## src/rtl/cordic_kernel_scheduler.sv

```systemverilog
// cordic_kernel_scheduler
// Round-robin front end that shares one pipelined cordic_kernel between
// NUM_REQ sample sources. The granted I/Q sample is registered into the
// kernel inputs. The requester tag travels through a delay line matched to
// the kernel latency, and each result is returned on a tagged result bus.
// Optional build macro CORDIC_KERNEL_SCHED_CHECK_EN adds sticky orphan/lost
// result detection (sched_err, sched_err_code).
module cordic_kernel_scheduler #(
    parameter int NUM_REQ     = 4,
    parameter int DATA_WIDTH  = 16,
    parameter int THETA_WIDTH = 16,
    parameter int LATENCY     = 16,
    localparam int TAG_WIDTH  = $clog2(NUM_REQ),
    localparam int CNT_WIDTH  = $clog2(LATENCY + 3)
) (
    input  logic                          clk,
    input  logic                          reset,
    input  logic                          arb_enable,
    input  logic [NUM_REQ-1:0]            req_valid,
    input  logic [NUM_REQ*DATA_WIDTH-1:0] req_data_i,
    input  logic [NUM_REQ*DATA_WIDTH-1:0] req_data_q,
    output logic [NUM_REQ-1:0]            req_ready,
    output logic [DATA_WIDTH-1:0]         ck_data_i,
    output logic [DATA_WIDTH-1:0]         ck_data_q,
    output logic                          ck_enable,
    input  logic [DATA_WIDTH-1:0]         ck_output_data_i,
    input  logic [DATA_WIDTH-1:0]         ck_output_data_q,
    input  logic [THETA_WIDTH-1:0]        ck_output_data_theta,
    input  logic                          ck_output_data_valid,
    output logic                          res_valid,
    output logic [TAG_WIDTH-1:0]          res_tag,
    output logic [DATA_WIDTH-1:0]         res_data_i,
    output logic [DATA_WIDTH-1:0]         res_data_q,
    output logic [THETA_WIDTH-1:0]        res_theta,
`ifdef CORDIC_KERNEL_SCHED_CHECK_EN
    output logic                          sched_err,
    output logic [1:0]                    sched_err_code,
`endif
    output logic                          busy,
    output logic [CNT_WIDTH-1:0]          in_flight
);

    logic [TAG_WIDTH-1:0]         rr_ptr;
    logic [TAG_WIDTH-1:0]         grant_idx;
    logic                         xfer;
    logic signed [DATA_WIDTH-1:0] slice_i [NUM_REQ];
    logic signed [DATA_WIDTH-1:0] slice_q [NUM_REQ];

    logic [TAG_WIDTH-1:0]                issue_tag_p0;
    logic [LATENCY-1:0]                  tag_vld_p1;
    logic [LATENCY-1:0][TAG_WIDTH-1:0]   tag_p1;
    logic                                tag_vld_out;
    logic [TAG_WIDTH-1:0]                tag_out;

    assign tag_vld_out = tag_vld_p1[LATENCY-1];
    assign tag_out     = tag_p1[LATENCY-1];

    // Unpack the per-requester sample slices
    always_comb begin
        for (int k = 0; k < NUM_REQ; k++) begin
            slice_i[k] = req_data_i[k*DATA_WIDTH +: DATA_WIDTH];
            slice_q[k] = req_data_q[k*DATA_WIDTH +: DATA_WIDTH];
        end
    end

    // Round-robin search upward from rr_ptr, wrapping modulo NUM_REQ
    always_comb begin
        int                   idx;
        logic [TAG_WIDTH-1:0] idx_w;
        req_ready = '0;
        grant_idx = '0;
        xfer      = 1'b0;
        idx       = 0;
        idx_w     = '0;
        if (arb_enable) begin
            for (int i = 0; i < NUM_REQ; i++) begin
                idx = int'(rr_ptr) + i;
                if (idx >= NUM_REQ) idx = idx - NUM_REQ;
                idx_w = TAG_WIDTH'(idx);
                if (!xfer && req_valid[idx_w]) begin
                    xfer      = 1'b1;
                    grant_idx = idx_w;
                end
            end
        end
        if (xfer) req_ready[grant_idx] = 1'b1;
    end

    // Pointer moves just past the requester that transferred
    always_ff @(posedge clk or posedge reset) begin
        if (reset) begin
            rr_ptr <= '0;
        end else if (xfer) begin
            if (grant_idx == TAG_WIDTH'(NUM_REQ - 1)) rr_ptr <= '0;
            else                                      rr_ptr <= grant_idx + 1'b1;
        end
    end

    // ---- stage p0: issue register driving the kernel inputs ----
    // Kernel data holds its last value between transfers
    always_ff @(posedge clk or posedge reset) begin
        if (reset) begin
            ck_enable    <= 1'b0;
            ck_data_i    <= '0;
            ck_data_q    <= '0;
            issue_tag_p0 <= '0;
        end else begin
            ck_enable <= xfer;
            if (xfer) begin
                ck_data_i    <= slice_i[grant_idx];
                ck_data_q    <= slice_q[grant_idx];
                issue_tag_p0 <= grant_idx;
            end
        end
    end

    // ---- stage p1: tag delay line, last stage lines up with kernel output valid ----
    // Shift {valid, tag} through LATENCY stages
    always_ff @(posedge clk or posedge reset) begin
        if (reset) begin
            tag_vld_p1 <= '0;
            tag_p1     <= '0;
        end else begin
            tag_vld_p1[0] <= ck_enable;
            tag_p1[0]     <= issue_tag_p0;
            for (int s = 1; s < LATENCY; s++) begin
                tag_vld_p1[s] <= tag_vld_p1[s-1];
                tag_p1[s]     <= tag_p1[s-1];
            end
        end
    end

    // ---- stage p2: result register ----
    // Capture kernel outputs with the aligned tag; hold while idle
    always_ff @(posedge clk or posedge reset) begin
        if (reset) begin
            res_valid  <= 1'b0;
            res_tag    <= '0;
            res_data_i <= '0;
            res_data_q <= '0;
            res_theta  <= '0;
        end else begin
            res_valid <= ck_output_data_valid;
            if (ck_output_data_valid) begin
                res_data_i <= ck_output_data_i;
                res_data_q <= ck_output_data_q;
                res_theta  <= ck_output_data_theta;
`ifdef CORDIC_KERNEL_SCHED_CHECK_EN
                res_tag    <= tag_vld_out ? tag_out : '0;
`else
                res_tag    <= tag_out;
`endif
            end
        end
    end

    // Outstanding-sample counter; a stray result never wraps it below zero
    always_ff @(posedge clk or posedge reset) begin
        if (reset) begin
            in_flight <= '0;
        end else begin
            if (xfer && !(res_valid && in_flight != '0))
                in_flight <= in_flight + 1'b1;
            else if (!xfer && res_valid && in_flight != '0)
                in_flight <= in_flight - 1'b1;
        end
    end

    assign busy = (in_flight != '0);

`ifdef CORDIC_KERNEL_SCHED_CHECK_EN
    logic [1:0] err_code;

    // Sticky: bit0 orphan result, bit1 lost result
    always_ff @(posedge clk or posedge reset) begin
        if (reset) begin
            err_code <= 2'b00;
        end else begin
            err_code <= err_code | {tag_vld_out & ~ck_output_data_valid,
                                    ck_output_data_valid & ~tag_vld_out};
        end
    end

    assign sched_err_code = err_code;
    assign sched_err      = |err_code;
`endif

endmodule

```

## config.mk

```make
export PLATFORM = sky130hd
export DESIGN_NAME = cordic_kernel_scheduler
export DESIGN_NICKNAME = d
export VERILOG_FILES = /design/src/rtl/cordic_kernel_scheduler.sv
export SDC_FILE = /design/constraint.sdc
export NUM_CORES = 1
export LEC_CHECK = 0
export ABC_CLOCK_PERIOD_IN_PS = 11670
export CELL_PAD_IN_SITES_DETAIL_PLACEMENT = 0
export CELL_PAD_IN_SITES_GLOBAL_PLACEMENT = 1
export CORE_MARGIN = 1.5
export CORE_UTILIZATION = 33
export DETAILED_ROUTE_END_ITERATION = 6
export HOLD_SLACK_MARGIN = 0.02
export PLACE_DENSITY = 0.95
export REMOVE_ABC_BUFFERS = 1
export SLEW_MARGIN = 5
export SYNTH_ARGS = -nofsm -noshare
export SYNTH_HDL_FRONTEND = slang
export SYNTH_SLANG_ARGS = --single-unit
export TNS_END_PERCENT = 20
```

## constraint.sdc

```tcl
create_clock -name clk -period 11.67 [get_ports clk]
set_clock_uncertainty 0.2 [all_clocks]
set_input_delay 1.167 -clock clk [delete_from_list [all_inputs] [get_ports clk]]
set_output_delay 1.167 -clock clk [all_outputs]
set_load 0.02 [all_outputs]
```

## After elaboration in Yosys (flattened, before gate mapping)

Cells that the tools add are included.

- Register bits after elaboration: 125
- Input port bits: 184
- Output and inout port bits: 94
- Logic and storage cells: 106

- $add $sub $neg: 10
- Order comparisons: 11
- Eq/ne operators: 1
- Multiplexer cells: 41
- Bitwise gates (word level): 1
- Reductions and logical operators: 15

Operator list:

| kind | number |
|---|---|
| $bmux W16 S2 | 2 |
| $mux W16 | 4 |
| $mux W2 | 14 |
| $lt A2 B3 Y1 const B | 5 |
| $mux W1 | 13 |
| $ge A3 B3 Y1 const B | 4 |
| $mux W5 | 2 |
| $bmux W1 S2 | 4 |
| $logic_and A1 B1 Y1 | 8 |
| $sub A2 B1 Y2 const B | 4 |
| $add A2 B2 Y3 const B | 2 |
| $add A5 B1 Y5 const B | 1 |
| $logic_not A1 Y1 | 5 |
| $reduce_bool A5 Y1 | 1 |
| $sub A5 B1 Y5 const B | 1 |
| $mux W4 | 1 |
| $add A2 B1 Y3 const B | 1 |
| $ge A2 B3 Y1 const B | 1 |
| $not A2 Y3 | 1 |
| $add A2 B1 Y2 const B | 1 |
| $demux W1 S2 | 1 |
| $eq A2 B2 Y1 const B | 1 |
| $ge A2 B1 Y1 const B | 1 |
| $reduce_bool A2 Y1 | 1 |

## Longest topological paths before layout

Gate-level depths: netlist of the first run.

- Word-level depth: 24
- Mapped depth: 9

## Least setup slack after synthesis of the first run

Ideal clock, no wire load.

- Kind: input-to-output
- Start point: input req_valid[2]
- End point: output req_ready[0]
- Arrival: 2.409 ns
- Required time: 10.303 ns
- Path slack: 7.894 ns
- Stages: 7
- Buffers on the path: 2
- Path through: o41ai_4 -> nor4_2 -> buf_6 -> buf_12 -> inv_1 -> ha_1 -> and2_1

- Longest elaborated chain between the ends: 21
- Elaborated cells between the ends (all ways): 33
- Classes of those cells: 2 x order compare; 24 x mux; 7 x reduce/logical

Ends and longest elaborated chain:

| what | line | RTL |
|---|---|---|
| start, declared | 19 | `input logic [NUM_REQ-1:0] req_valid,` |
| $bmux W1 S2 | 80 | `if (!xfer && req_valid[idx_w]) begin` |
| $mux W1 (not written as such) | 80 |  |
| $mux W1 | 80 |  |
| $mux W1 | 75 | `if (arb_enable) begin` |
| $logic_not A1 Y1 | 80 |  |
| $logic_and A1 B1 Y1 | 80 |  |
| $mux W1 | 80 |  |
| $mux W1 | 75 |  |
| [... 6 more ...] | -- |  |
| $mux W2 (*) | 80 |  |
| $mux W2 (*) | 75 |  |
| net grant_idx[0] | 44 | `logic [TAG_WIDTH-1:0] grant_idx;` |
| $lt A2 B3 Y1 (not written as such) / $ge A2 B1 Y1 (equally long branches) | 86 | `if (xfer) req_ready[grant_idx] = 1'b1;` |
| $logic_and A1 B1 Y1 (not written as such) | 86 |  |
| $mux W1 (not written as such) | 86 |  |
| $demux W1 S2 (*) | 86 |  |
| $mux W4 (*) | 86 |  |
| end, declared | 22 | `output logic [NUM_REQ-1:0] req_ready,` |

Mark *: on every way through the listed nets, which the timed path passes. The rest lies on a longest branch. The select of a mux whose other input is x is not followed.

## Worst setup path in the final report of the first run

- Start point: input req_valid[2]
- End point: output req_ready[1]

- Longest elaborated chain between the ends: 21
- Elaborated cells between the ends (all ways): 33
- Classes of those cells: 2 x order compare; 24 x mux; 7 x reduce/logical

Ends and longest elaborated chain:

| what | line |
|---|---|
| $bmux W1 S2 | 80 |
| $mux W1 (not written as such) | 80 |
| $mux W1 | 80 |
| $mux W1 | 75 |
| $logic_not A1 Y1 | 80 |
| $logic_and A1 B1 Y1 | 80 |
| $mux W1 | 80 |
| $mux W1 | 75 |
| [... 5 more ...] | -- |
| $logic_and A1 B1 Y1 | 80 |
| $mux W2 | 80 |
| $mux W2 | 75 |
| $lt A2 B3 Y1 (not written as such) / $ge A2 B1 Y1 (equally long branches) | 86 |
| $logic_and A1 B1 Y1 (not written as such) | 86 |
| $mux W1 (not written as such) | 86 |
| $demux W1 S2 | 86 |
| $mux W4 (*) | 86 |

Every way passes the cells marked *; elsewhere a longest branch is shown, timed or not. The select of a mux whose other input is x is not followed.

==> results of run 1 <==
-- layer usage --
metal | track usage, % | part of all wire [%] | wire, um | vias to the layer above
met5 | 0 | 0 | 0 | -
met2 | 32.20 | 50 | 7902 | 221
met1 | 21.52 | 38 | 6019 | 2044
met4 | 7.046 | 1.8 | 282 | 0
met3 | 6.922 | 10 | 1610 | 21
li1 | - | - | - | 1967
-- synth_stat cells (2+ instances only) --
library cell / number
dfrtp_1: 125
mux2i_1: 66
mux2_2: 53
nand2_1: 44
o221ai_1: 31
ha_1: 7
clkbuf_1: 6
buf_1: 5
buf_2: 5
inv_1: 5
a21oi_1: 4
and2_1: 4
buf_6: 4
a21o_1: 3
buf_12: 3
xor2_1: 3
nor2_1: 2
-- sequential cells by signal (all words and copies together) (netlist names) --
name and count:
in_flight 5, issue_tag_p0 2, rr_ptr 2, ck_data_q 16
ck_data_i 16, res_valid 1, res_tag 2, res_data_i 16
tag_p1 30, res_theta 16, tag_out 2, ck_enable 1
res_data_q 16
-- logic make-up (layout without fill, tap and decap cells) --
kind of cell             after synthesis  count (layout)  synth area share (%)
buffers and inverters                 28             321                 3.541
XOR/XNOR                               4               4                0.6525
AND/OR/NAND/NOR                       58              58                 5.033
flip-flops                           125             125                 58.25
AO/OA/AOI/OAI                         43              43                 7.106
adder cells (fa/ha/maj)                8               8                 2.004
multiplexers                         119             119                 23.42
-- how the worst max path moves through the flow --
stage,from,endpoint,slack [ns],depth (start not counted)
5_1_grt,req_valid[2],req_ready[1],5.39,8
6_report,req_valid[2],req_ready[1],5.60,8
3_3_place_gp,req_valid[1],req_ready[1],5.68,8
4_1_cts,req_valid[2],req_ready[1],5.58,8
3_5_place_dp,req_valid[2],req_ready[1],5.62,8
2_1_floorplan,req_valid[2],req_ready[0],5.22,5
-- through the flow --
step / setup WS (ns) / util, % / total power [mW] / cells
final: 5.601 / 56.22 / 1.668 / 894
after global placement: 5.677 / 52.27 / 1.116 / 862
after detailed placement: 5.620 / 52.27 / 1.133 / 862
after CTS: 5.582 / 56.22 / 1.690 / 894
after floorplan: 5.217 / - / 0.8616 / 362
after global routing: 5.387 / 56.22 / 1.753 / 894
-- layout by cell type, fill, tap and decap left out, types with 2 or more instances in the layout --
master,instances
o221ai_1,31
mux2i_1,66
xor2_1,3
a21o_1,3
clkdlybuf4s50_1,276
nand2_1,44
inv_1,4
ha_1,7
bufinv_16,3
clkbuf_8,3
dfrtp_1,125
clkinv_4,4
nor2_1,2
buf_4,7
and2_1,4
clkinv_2,2
a21oi_1,4
clkbuf_16,17
mux2_2,53
clkinvlp_4,2
-- power by group --
| group | internal [mW] | total [mW] | leakage (nW) | switching [mW] |
|---|---|---|---|---|
| combinational | 0.277 | 0.533 | 1.96 | 0.256 |
| sequential | 0.532 | 0.588 | 1.50 | 0.0557 |
| clock | 0.355 | 0.547 | 0.304 | 0.192 |
| total | 1.16 | 1.67 | 3.77 | 0.504 |
-- cell type report --
class | instances | area share (%)
flip-flops and latches | 125 | 35.02
well taps | 216 | 3.026
clock inverters | 12 | 1.807
multi-input cells | 232 | 23.07
inverters | 5 | 0.2662
repair buffers | 284 | 31.58
clock buffers | 20 | 5.226
==> reports/metrics.csv, run 1 <==
stage;metric;value;unit
placement;DP Wirelength;11780;um
synthesis;Yosys top cell by area;dfrtp_1;
floorplanning;Die ar.;0.01705;sq mm
clocking;root buffer cell;clkbuf_16;
timing;Slew @ Worst Pin;1.087;ns
final_layout;Post-Layout Inst Area;0.008931;sq mm
critical_path;Reg-to-Reg Start;rr_ptr[0];
critical_path;worst-path fanout max;41;
final_layout;antenna fix cells;0;
synthesis;Mapped Cells;385;
timing;max-slew violations;0;
grt;first-pass GRT wire length;23740;um
placement;Port Buf Inserts;277;
flow_run;Max Cap Viol;0;
hold_path;hold path depth;0;
grt;largest net degree at the start of global routing;69;
hold_path;min-delay src;tag_p1[19];
status;status;completed;
synthesis;sequential share of the synthesized area;58.25;%
floorplanning;core area;0.01589;sq mm
routing;DRT iter0 DRCs;212;
routing;vias per cell;4.757;
synthesis;post-synth top area share;58.25;%
synthesis;Cell variety after synth;32;
critical_path;RR Endpoint;ck_data_i[6];
critical_path;worst path cell trace;clkdlybuf4s50_1 -> o41ai_4 -> buf_4 -> nor4_4 -> buf_4 -> ha_1 -> and2_1 -> clkdlybuf4s50_1;
placement;gpl congestion;0.7784;
synthesis;synthesized area;0.005370;sq mm
routing;DRT Pass-1 Iters;4;
synthesis;Area contributors post-synth;dfrtp_1 58%, mux2i_1 12%, mux2_2 11%;
synthesis;Synth async-reset ratio;100.0;%
critical_path;CP Class;primary input to output port;
clocking;CTS H-tree depth;4;
hold_path;WHS Endpoint;tag_p1[21];
clocking;Clock Sinks;125;
clocking;CTS tree;built;
power;Power Density;186.7;mW/mm^2
critical_path;R2R setup slack;8.74;ns
hold_path;Hold WC Path Type;flip-flop to flip-flop;
synthesis;Most used DFF post-synth;dfrtp_1;
timing;worst rel slew slack;27.02;%
final_layout;nets@finish;857;
timing;Tcrit/Tclk final;52.00;%
final_layout;fill count;1314;
clocking;Setup Fix Bufs, Post-CTS;0;
power;worst vdd ir;0.1332;mV
grt;number of global-route vias before repair;4383;
grt;All-Layer GR Usage;18.79;%
critical_path;Worst Path Buf+Inv;4;
routing;DR vias;4253;
critical_path;length in cells of the worst reg-to-reg path;6;
timing;Setup violations, final;0;
routing;# DRC;0;
critical_path;crit path max-delay cell type;nor4_4;
floorplanning;# rows;46;
timing;RSZ-0062 raised after global routing;no;
floorplanning;die width;130.6;um
floorplanning;Ports;278;
final_layout;sequential cell area;0.003128;sq mm
critical_path;CP required;10.30;ns
final_layout;area taken by multi-input logic gates;0.002061;sq mm
critical_path;Critical Path Start Type;primary input;
clocking;number of CTS-inserted buffers;17;
clocking;cts-stage hold buffer count;0;
timing;fin crit period;6.069;ns
clocking;PostCTS Resize Cnt;0;
critical_path;CP top delay family;buffers and inverters;
grt;antenna violations before repair;0;
placement;placed cell areas;0.008303;sq mm
critical_path;kind of end point of the critical path;output port;
timing;aggregate negative setup slack;0;ns
timing;Hold WS;0.1428;ns
final_layout;area grow syn2layout;66.31;%
timing;FMAX;0.1648;GHz
synthesis;number of synthesis warnings;0;
synthesis;synthesized flop and latch total;125;
final_layout;layout cell share with drive strength beyond 1;14.75;%
clocking;clk slew on worst S/H paths;0.06;ns
routing;routed wire length;15820;um
clocking;CTS max path bufs;2;
synthesis;Post-Syn Area per Cell;13.95;sq um
synthesis;number of synthesized flops with an enable pin;0;
grt;total global routing overflow;0;
floorplanning;starting density of the core;33.81;%
clocking;clock latency on the worst-skew pair;0.41;ns
power;leak pwr;3.770;nW
floorplanning;Die Y-Extent;130.6;um
timing;Hold Violations, Final;0;
critical_path;Slowest Stage Delay on Critical Path;0.99;ns
critical_path;Crit path arrival time;4.70;ns
routing;final antenna-violating net count;0;
routing;WL/cell;17.69;um
Power figures use the tool's default switching activity.
==> run 2, diff against run 1 <==
--- a/config.mk
+++ b/config.mk
@@ -5,14 +5,14 @@
 export SDC_FILE = /design/constraint.sdc
 export NUM_CORES = 1
 export LEC_CHECK = 0
-export ABC_CLOCK_PERIOD_IN_PS = 11670
+export ABC_CLOCK_PERIOD_IN_PS = 6050
 export CELL_PAD_IN_SITES_DETAIL_PLACEMENT = 0
 export CELL_PAD_IN_SITES_GLOBAL_PLACEMENT = 1
 export CORE_MARGIN = 1.5
-export CORE_UTILIZATION = 33
+export CORE_UTILIZATION = 30
 export DETAILED_ROUTE_END_ITERATION = 6
 export HOLD_SLACK_MARGIN = 0.02
-export PLACE_DENSITY = 0.95
+export PLACE_DENSITY = 0.89
 export REMOVE_ABC_BUFFERS = 1
 export SLEW_MARGIN = 5
 export SYNTH_ARGS = -nofsm -noshare
==> constraint.sdc (replaced) <==
create_clock -name clk -period 6.05 [get_ports clk]
set_clock_uncertainty 0.2 [all_clocks]
set_input_delay 0.605 -clock clk [delete_from_list [all_inputs] [get_ports clk]]
set_output_delay 0.605 -clock clk [all_outputs]
set_load 0.02 [all_outputs]
==> run 2 against run 1 <==
  * Core utilization down 5.0 points
  * Combinational power up 91%
  * Non-clock buffer count down 1
  * Sequential share of layout area up 0.059 points
  * Clock power up 90%
  * Sequential cell count unchanged
  * Final area down 0.17%
  * Via count down 2.3%
  * Worst setup slack worse by 3.8 ns
  * Global-route usage down 3.3 points
==> reports/metrics.csv, run 2 (synthesized netlist as in run 1, its figures left out) <==
stage;metric;value;unit;change
grt;met2 Track Usage GR;25.38;%;-6.8 points
clocking;Clock Sinks;125;;unchanged
floorplanning;Die Y-Extent;136.8;um;+4.8%
critical_path;worst-path fanout max;12;;-71%
routing;DRT iter0 DRCs;80;;-62%
critical_path;CP top delay family;buffers and inverters;;
final_layout;fill count;1475;;+12%
final_layout;area grow syn2layout;66.03;%;
hold_path;Hold WC Path Type;flip-flop to flip-flop;;
floorplanning;# rows;48;;+4.3%
routing;vias per cell;4.605;;-3.2%
critical_path;Crit path arrival time;3.43;ns;-1.27 ns
grt;All-Layer GR Usage;15.53;%;-3.3 points
timing;Slew @ Worst Pin;1.109;ns;+0.02259 ns
critical_path;crit path max-delay cell type;nor4_4;;
critical_path;CP required;5.24;ns;-5.06 ns
timing;Tcrit/Tclk final;69.94;%;
routing;# DRC;0;;unchanged
final_layout;nets@finish;856;;-0.12%
clocking;CTS H-tree depth;4;;unchanged
status;status;completed;;
critical_path;worst path cell trace;clkdlybuf4s50_1 -> or2b_1 -> a21oi_2 -> nor4_4 -> inv_1 -> ha_1 -> and2_1 -> clkdlybuf4s50_1;;
placement;Port Buf Inserts;277;;unchanged
floorplanning;core area;0.01742;sq mm;+9.6%
routing;WL/cell;16.17;um;-8.6%
critical_path;kind of end point of the critical path;output port;;
timing;fin crit period;4.231;ns;
critical_path;Slowest Stage Delay on Critical Path;0.87;ns;-0.12 ns
clocking;CTS max path bufs;2;;unchanged
grt;antenna violations before repair;0;;unchanged
critical_path;CP startpoint;req_valid[1];;
critical_path;Reg-to-Reg Start;rr_ptr[0];;
floorplanning;starting density of the core;30.83;%;-3.0 points
clocking;clk slew on worst S/H paths;0.06;ns;about the same
critical_path;CP Class;primary input to output port;;
power;leak pwr;3.761;nW;-0.25%
power;Power Density;357.9;mW/mm^2;+92%
placement;placed cells;870;;+0.93%
routing;DRT Pass-1 Iters;4;;unchanged
grt;grt met1 use;18.31;%;-3.2 points
critical_path;Worst Path Buf+Inv;3;;-1
flow_run;Max Cap Viol;0;;unchanged
final_layout;non-filler instance count after layout;902;;+0.89%
power;worst vdd ir;0.1714;mV;+29%
floorplanning;die width;136.8;um;+4.8%
final_layout;commonest non-fill, non-tap cell in the layout;clkdlybuf4s50_1;;
timing;Hold WS;0.1419;ns;-0.0009210 ns
final_layout;most frequent cells in the layout;276 x clkdlybuf4s50_1, 125 x dfrtp_1, 66 x mux2i_1;;
clocking;cts-stage hold buffer count;0;;unchanged
timing;RSZ-0062 raised after global routing;no;;
hold_path;min-delay src;tag_p1[16];;
final_layout;layout cell share with drive strength beyond 1;14.48;%;-0.27 points
final_layout;antenna fix cells;0;;unchanged
clocking;number of CTS-inserted buffers;17;;unchanged
grt;largest net degree at the start of global routing;68;;-1.4%
clocking;Setup Fix Bufs, Post-CTS;0;;unchanged
timing;Hold Violations, Final;0;;unchanged
placement;DP Wirelength;10790;um;-8.4%
grt;number of global-route vias before repair;4239;;-3.3%
routing;routed wire length;14580;um;-7.8%
timing;worst rel slew slack;26.06;%;-0.96 points
grt;first-pass GRT wire length;21890;um;-7.8%
clocking;PostCTS Resize Cnt;0;;unchanged
timing;max-slew violations;0;;unchanged
final_layout;Reg with most FFs;tag_p1;;
floorplanning;Die ar.;0.01871;sq mm;+9.8%
critical_path;Critical Path Start Type;primary input;;
timing;Setup violations, final;0;;unchanged
grt;met3 Use GR;5.296;%;-1.6 points
timing;aggregate negative setup slack;0;ns;unchanged
grt;total global routing overflow;0;;unchanged
clocking;clock latency on the worst-skew pair;0.41;ns;about the same
final_layout;fin util;51.19;%;-5.0 points
routing;final antenna-violating net count;0;;unchanged
clocking;CTS tree;built;;
grt;GR peak layer;met2;;
timing;FMAX;0.2363;GHz;
placement;gpl congestion;0.7644;;-1.8%
routing;DR vias;4154;;-2.3%
floorplanning;Ports;278;;unchanged
clocking;root buffer cell;clkbuf_16;;
critical_path;Most Frequent Cell on Critical Path;clkdlybuf4s50_1;;
final_layout;Largest register FFs;30;;unchanged
-- run 2: area by class of cell --
| class | instances | area [sq um] | share of cell area (%) |
|---|---|---|---|
| Clock buffer | 18 | 429.2 | 4.813 |
| Clock inverter | 14 | 182.7 | 2.049 |
| Inverter | 5 | 21.27 | 0.2386 |
| Multi-Input combinational cell | 232 | 2061 | 23.11 |
| Sequential cell | 125 | 3128 | 35.08 |
| Tap cell | 225 | 281.5 | 3.157 |
| Timing Repair Buffer | 283 | 2813 | 31.55 |
-- run 2: through the flow --
stage	setup WS (ns)	area, sq um	total power [mW]
6_report	1.819	8916	3.191
5_1_grt	1.707	8916	3.361
4_1_cts	1.800	8916	3.243
3_5_place_dp	1.818	8304	2.175
3_3_place_gp	1.894	8304	2.147
2_1_floorplan	0.7207	5199	1.662
-- run 2: power breakdown --
group	switching, mW	internal (mW)	total [mW]
Clock	0.383	0.658	1.04
Sequential	0.106	1.03	1.13
Combinational	0.485	0.533	1.02
Total	0.974	2.22	3.19
-- run 2: path summary, 6_finish.rpt --
kind / to / slack, ns / cells after the start
setup reg to reg: ck_data_q[8] / 3.14 / 6
hold / removal: tag_p1[18] / 0.14 / 0
min in group asynchronous: res_data_i[9] / 0.52 / 2
max in group asynchronous: tag_out[1] / 3.90 / 3
hold reg to reg: tag_p1[18] / 0.14 / 0
setup / recovery: req_ready[0] / 1.82 / 8
-- run 2: per-layer routing --
metal | wire length, um | vias up | share of wire (%)
met5 | 0 | - | 0
met4 | 283 | 0 | 1.9
met3 | 1396 | 21 | 9.6
met2 | 6961 | 212 | 48
met1 | 5939 | 1960 | 41
li1 | - | 1961 | -
